### config.mk
export PLATFORM = sky130hd
export DESIGN_NAME = seg_mux_driver
export DESIGN_NICKNAME = d
export VERILOG_FILES = /design/src/rtl/seg_mux_driver.sv
export SDC_FILE = /design/constraint.sdc
export NUM_CORES = 1
export LEC_CHECK = 0
export CELL_PAD_IN_SITES_DETAIL_PLACEMENT = 1
export CELL_PAD_IN_SITES_GLOBAL_PLACEMENT = 1
export CORE_ASPECT_RATIO = 0.8
export CORE_MARGIN = 1
export CORE_UTILIZATION = 41
export CTS_CLUSTER_SIZE = 24
export DETAILED_ROUTE_END_ITERATION = 16
export PLACE_DENSITY_LB_ADDON = 0.1
export SETUP_SLACK_MARGIN = 0.5
export SYNTH_ARGS = -nofsm -noshare
export SYNTH_HDL_FRONTEND = slang
export SYNTH_SLANG_ARGS = --single-unit
### constraint.sdc
create_clock -name clk_i -period 3.7 [get_ports clk_i]
set_input_delay 1.11 -clock clk_i [delete_from_list [all_inputs] [get_ports clk_i]]
set_output_delay 1.11 -clock clk_i [all_outputs]
set_load 0.02 [all_outputs]
### src/rtl/seg_mux_driver.sv
// Scans NUM_DIGITS latched segment patterns onto shared active-low cathodes/anodes; optional SEG_DIM_EN adds brightness_i PWM.
// Latency: registered outputs; position k is presented after edge k, and the frame's shadow is loaded at frame start.
// Backpressure: none; free-running scan, and enable_i only blanks the outputs while the timing keeps running.
module seg_mux_driver #(
    parameter int NUM_DIGITS   = 8,
    parameter int CLK_DIV      = 100000,
    parameter int BLANK_CYCLES = 1000
) (
    input  logic                    clk_i,
    input  logic                    rst_ni,
    input  logic [NUM_DIGITS*8-1:0] segments_i,
    input  logic                    enable_i,
`ifdef SEG_DIM_EN
    input  logic [3:0]              brightness_i,
`endif
    output logic [NUM_DIGITS-1:0]   anodes_no,
    output logic [7:0]              cathodes_no,
    output logic                    frame_o
);

    // Counter is at least 4 bits wide so the dimming compare always has counter[3:0].
    localparam int CW = ($clog2(CLK_DIV) < 4) ? 4 : $clog2(CLK_DIV);
    localparam int IW = (NUM_DIGITS > 1) ? $clog2(NUM_DIGITS) : 1;

    logic [CW-1:0]           cnt, cnt_nxt;
    logic [IW-1:0]           idx, idx_nxt;
    logic [NUM_DIGITS*8-1:0] shadow, shadow_nxt;
    logic [NUM_DIGITS-1:0]   anode_sel;
    logic [7:0]              digit_seg;
    logic                    frame_start;
    logic                    cnt_wrap;
    logic                    in_drive;
    logic                    duty_on;

    generate
        if (BLANK_CYCLES == 0) begin : g_noblank
            assign in_drive = 1'b1;
        end else begin : g_blank
            assign in_drive = (cnt >= CW'(BLANK_CYCLES));
        end
    endgenerate

`ifdef SEG_DIM_EN
    assign duty_on = (cnt[3:0] < brightness_i);
`else
    assign duty_on = 1'b1;
`endif

    always_comb begin
        frame_start = (cnt == '0) && (idx == '0);
        cnt_wrap    = (cnt == CW'(CLK_DIV - 1));
        cnt_nxt     = cnt_wrap ? '0 : cnt + 1'b1;
        idx_nxt     = idx;
        if (cnt_wrap) begin
            idx_nxt = (idx == IW'(NUM_DIGITS - 1)) ? '0 : idx + 1'b1;
        end
        // Digit 0 of a new frame must already show the pattern being latched this cycle.
        shadow_nxt = frame_start ? segments_i : shadow;
        digit_seg  = shadow_nxt[idx*8 +: 8];
        anode_sel  = ~(NUM_DIGITS'(1) << idx);
    end

    always_ff @(posedge clk_i) begin
        if (!rst_ni) begin
            cnt         <= '0;
            idx         <= '0;
            shadow      <= '0;
            anodes_no   <= '1;
            cathodes_no <= 8'hFF;
            frame_o     <= 1'b0;
        end else begin
            cnt     <= cnt_nxt;
            idx     <= idx_nxt;
            shadow  <= shadow_nxt;
            frame_o <= frame_start;
            if (enable_i && in_drive) begin
                cathodes_no <= ~digit_seg;
                anodes_no   <= duty_on ? anode_sel : '1;
            end else begin
                cathodes_no <= 8'hFF;
                anodes_no   <= '1;
            end
        end
    end

endmodule

==> impl_metrics.py <==
metrics = {
    "worst_hold_path": {
        "min_from": "cnt[0]$_SDFF_PP0_",
        "hold_path_depth": 1,
        "min_path_type": "reg -> reg",
        "worst_hold_path.endpoint": "cnt[0]$_SDFF_PP0_",
    },
    "worst_setup_path": {
        "ff2ff_setup_slack_ns": 0.79,
        "worstPathArrival_ns": 3.14,
        "critPathMaxStageDelay_ns": 0.58,
        "cp_max_fo": 66,
        "end_kind": "flip-flop",
        "cp_slowest_cell": "mux4_2",
        "path_cells": "inv_1, ha_1, nand3_1, nor4_4, buf_12, mux4_2, a22o_1, a221oi_1",
        "critPathRequiredTime_ns": 3.93,
        "path_buf_inv": 2,
        "reg2reg_from": "idx[0]$_SDFFE_PN0P_",
        "cp-startpoint": "idx[0]$_SDFFE_PN0P_",
        "r2r_end": "cathodes_no[6]$_SDFF_PN1_",
        "reg2regPathDepth": 8,
        "start_kind": "flip-flop",
        "criticalPathCategory": "reg -> reg",
        "path_delay_family": "multiplexers",
    },
    "global_routing": {
        "grt_pass1_vias": 3351,
        "grt_max_degree": 71,
        "antenna_found_initial": 0,
        "grt_use_total_pct": 20.43,
        "grt_pass1_wl_um": 18060,
        "grt-ovfl-total": 0,
    },
    "placement": {
        "portBuffers": 83,
        "gp_congestion": 0.8351,
        "detailed_place_hpwl_um": 8134,
    },
    "power": {
        "finalPower_uw": 2591,
        "ir_drop_uv": 232.0,
        "power.leakage_uw": 0.002388,
        "powerDensity_nw_per_um2": 445.9,
    },
    "final_layout": {
        "final_cell_mix": "dfxtp_1 (101), mux2i_1 (82), clkdlybuf4s50_1 (82)",
        "drive_gt1_share_pct": 6.314,
        "area_growth_pct": 25.32,
        "final_common_cell": "dfxtp_1",
        "nFillCells": 1165,
        "nets": 561,
        "diodes": 0,
    },
    "detailed_routing": {
        "drcViolationCount": 0,
        "post_drt_wl_per_cell_um": 18.07,
        "totalWireLength_um": 11470,
        "vias_per_cell": 5.154,
        "num_vias": 3273,
        "antenna_left": 0,
        "dr.pass1.iters": 4,
        "first_iter_violations": 153,
    },
    "sta": {
        "fmax_ghz": 0.3438,
        "clock-skew-final_ns": 0.004065,
        "final_hold_viol_count": 0,
        "min_period_over_period_pct": 78.61,
        "finalCriticalPeriod_ns": 2.909,
        "setup_viol": 0,
        "tightest_slew_ns": 0.6038,
        "setup_tns_ns": 0,
        "max_slew_margin_pct": 59.75,
        "rsz0062_at_grt": "no",
        "maxSlewViolCount": 0,
    },
    "clock_tree": {
        "cts_resized": 0,
        "cts_inserted_buffers": 9,
        "cts_tree": "built",
        "clk_latency_ns": 0.34,
        "clock-root-buffer": "clkbuf_16",
        "postCtsSetupRepairBufs": 0,
        "ctsHoldBuffers": 0,
        "cts_sinks": 101,
        "h-tree-depth": 3,
        "cts.reportedPaths.clkPinSlew_ns": 0.06,
        "clk_path_buf_depth": 2,
    },
    "synth": {
        "ys_seq_area_share_pct": 43.62,
        "synth-edff-count": 0,
        "synth_ff_type": "dfxtp_1",
        "ys_types": 36,
        "ys_seq_elements": 101,
        "syn_nets": 487,
        "synth.avg_cell_area_um2": 11.25,
        "async_flop_share_pct": 0,
        "postSynthCellCount": 412,
        "ys.warnings.count": 0,
        "syn_area_um2": 4636,
    },
    "die": {
        "die_h_um": 97.11,
        "row_count": 34,
        "dieWidth_um": 120.9,
        "start_util_pct": 42.40,
        "dieArea_um2": 11740,
        "core_um2": 10930,
        "pin_count": 84,
    },
    "run": {
        "max_cap_viol_count": 0,
    },
    "run_status": {
        "status": "completed",
    },
}
## metal layers
metal	track usage [%]	up-vias	share of wire, %
li1	-	1593	-
met1	30.42	1584	51
met4	7.407	0	1.5
met2	28.40	86	42
met3	4.871	10	5.7
met5	0	-	0
## how the worst max path moves through the flow
stage                                            to  slack [ns]  depth (start not counted)
after global routing      cathodes_no[6]$_SDFF_PN1_        0.64                          9
after CTS                 cathodes_no[6]$_SDFF_PN1_        0.77                          8
after global placement    cathodes_no[6]$_SDFF_PN1_        0.93                          5
final                     cathodes_no[6]$_SDFF_PN1_        0.79                          8
after floorplan           cathodes_no[0]$_SDFF_PN1_        0.68                         10
after detailed placement  cathodes_no[5]$_SDFF_PN1_        0.79                          8
## synth_stat cells, types with 5 or more instances
cell      instances  share of area [%]
nor2b_1          65                8.8
mux4_1            9                5.1
mux4_2            7                3.4
inv_1             6               0.49
nor3_1            5               0.54
ha_1              8                2.2
xnor2_1           6                1.1
nor2_1           20                1.6
and3_1            6               0.81
a22o_1            8                1.5
dfxtp_1         101                 44
mux2i_1          82                 18
nand3_1           8               0.86
clkbuf_1         12               0.97
nand2_1          17                1.4
xor2_1            7                1.3
a221oi_1          8                1.5
## worst reg2reg max path: cells and delay by family, from the launching register on
| family | cells | cell delay (ns) |
|---|---|---|
| adder cells (fa/ha/maj) | 1 | 0.23 |
| AO/OA/AOI/OAI | 2 | 0.57 |
| buffers and inverters | 2 | 0.54 |
| flip-flops | 1 | 0.37 |
| multiplexers | 1 | 0.63 |
| AND/OR/NAND/NOR | 2 | 0.46 |
## power by group
group	switching [uW]	total [uW]	leakage [uW]	internal, uW
clock network	398	988	0.000153	590
registers	27.8	1180	0.000828	1160
logic	186	419	0.00141	233
total	611	2590	0.00239	1980
## cells by family after synthesis
logic type | count (synthesis) | synth area share (%)
buf+inv | 32 | 4.669
xor+xnor | 13 | 2.456
mux | 98 | 26.21
fa+ha+maj | 8 | 2.159
compound gates | 22 | 3.860
flops | 101 | 43.62
simple gates | 138 | 17.03
## sequential cells by signal, summed over array words and instances (netlist names)
register     cells
idx              3
cathodes_no      8
frame_o          1
shadow          64
anodes_no        8
cnt             17
## stage by stage
stage | utilization (%) | instance area, um^2 | std cells | setup WS [ns] | hold slack, ns
floorplan | - | 4636 | 412 | 0.6821 | 0.4300
global placement | 50.32 | 5502 | 619 | 0.9332 | 0.4465
detailed placement | 50.32 | 5502 | 619 | 0.7878 | 0.4502
CTS | 53.14 | 5809 | 635 | 0.7660 | 0.4655
global route | 53.14 | 5809 | 635 | 0.6429 | 0.4983
finish | 53.14 | 5809 | 635 | 0.7913 | 0.4617
## layout make-up
class,count,area [um^2],area share [%]
flip-flops and latches,101,2022,34.81
clock inverters,5,75.07,1.292
clock buffers,11,232.7,4.006
repair buffers,88,875.8,15.08
inverters,7,26.28,0.4523
multi-input cells,279,2397,41.27
well taps,144,180.2,3.101
No activity file was read; power rests on OpenSTA's default activity.
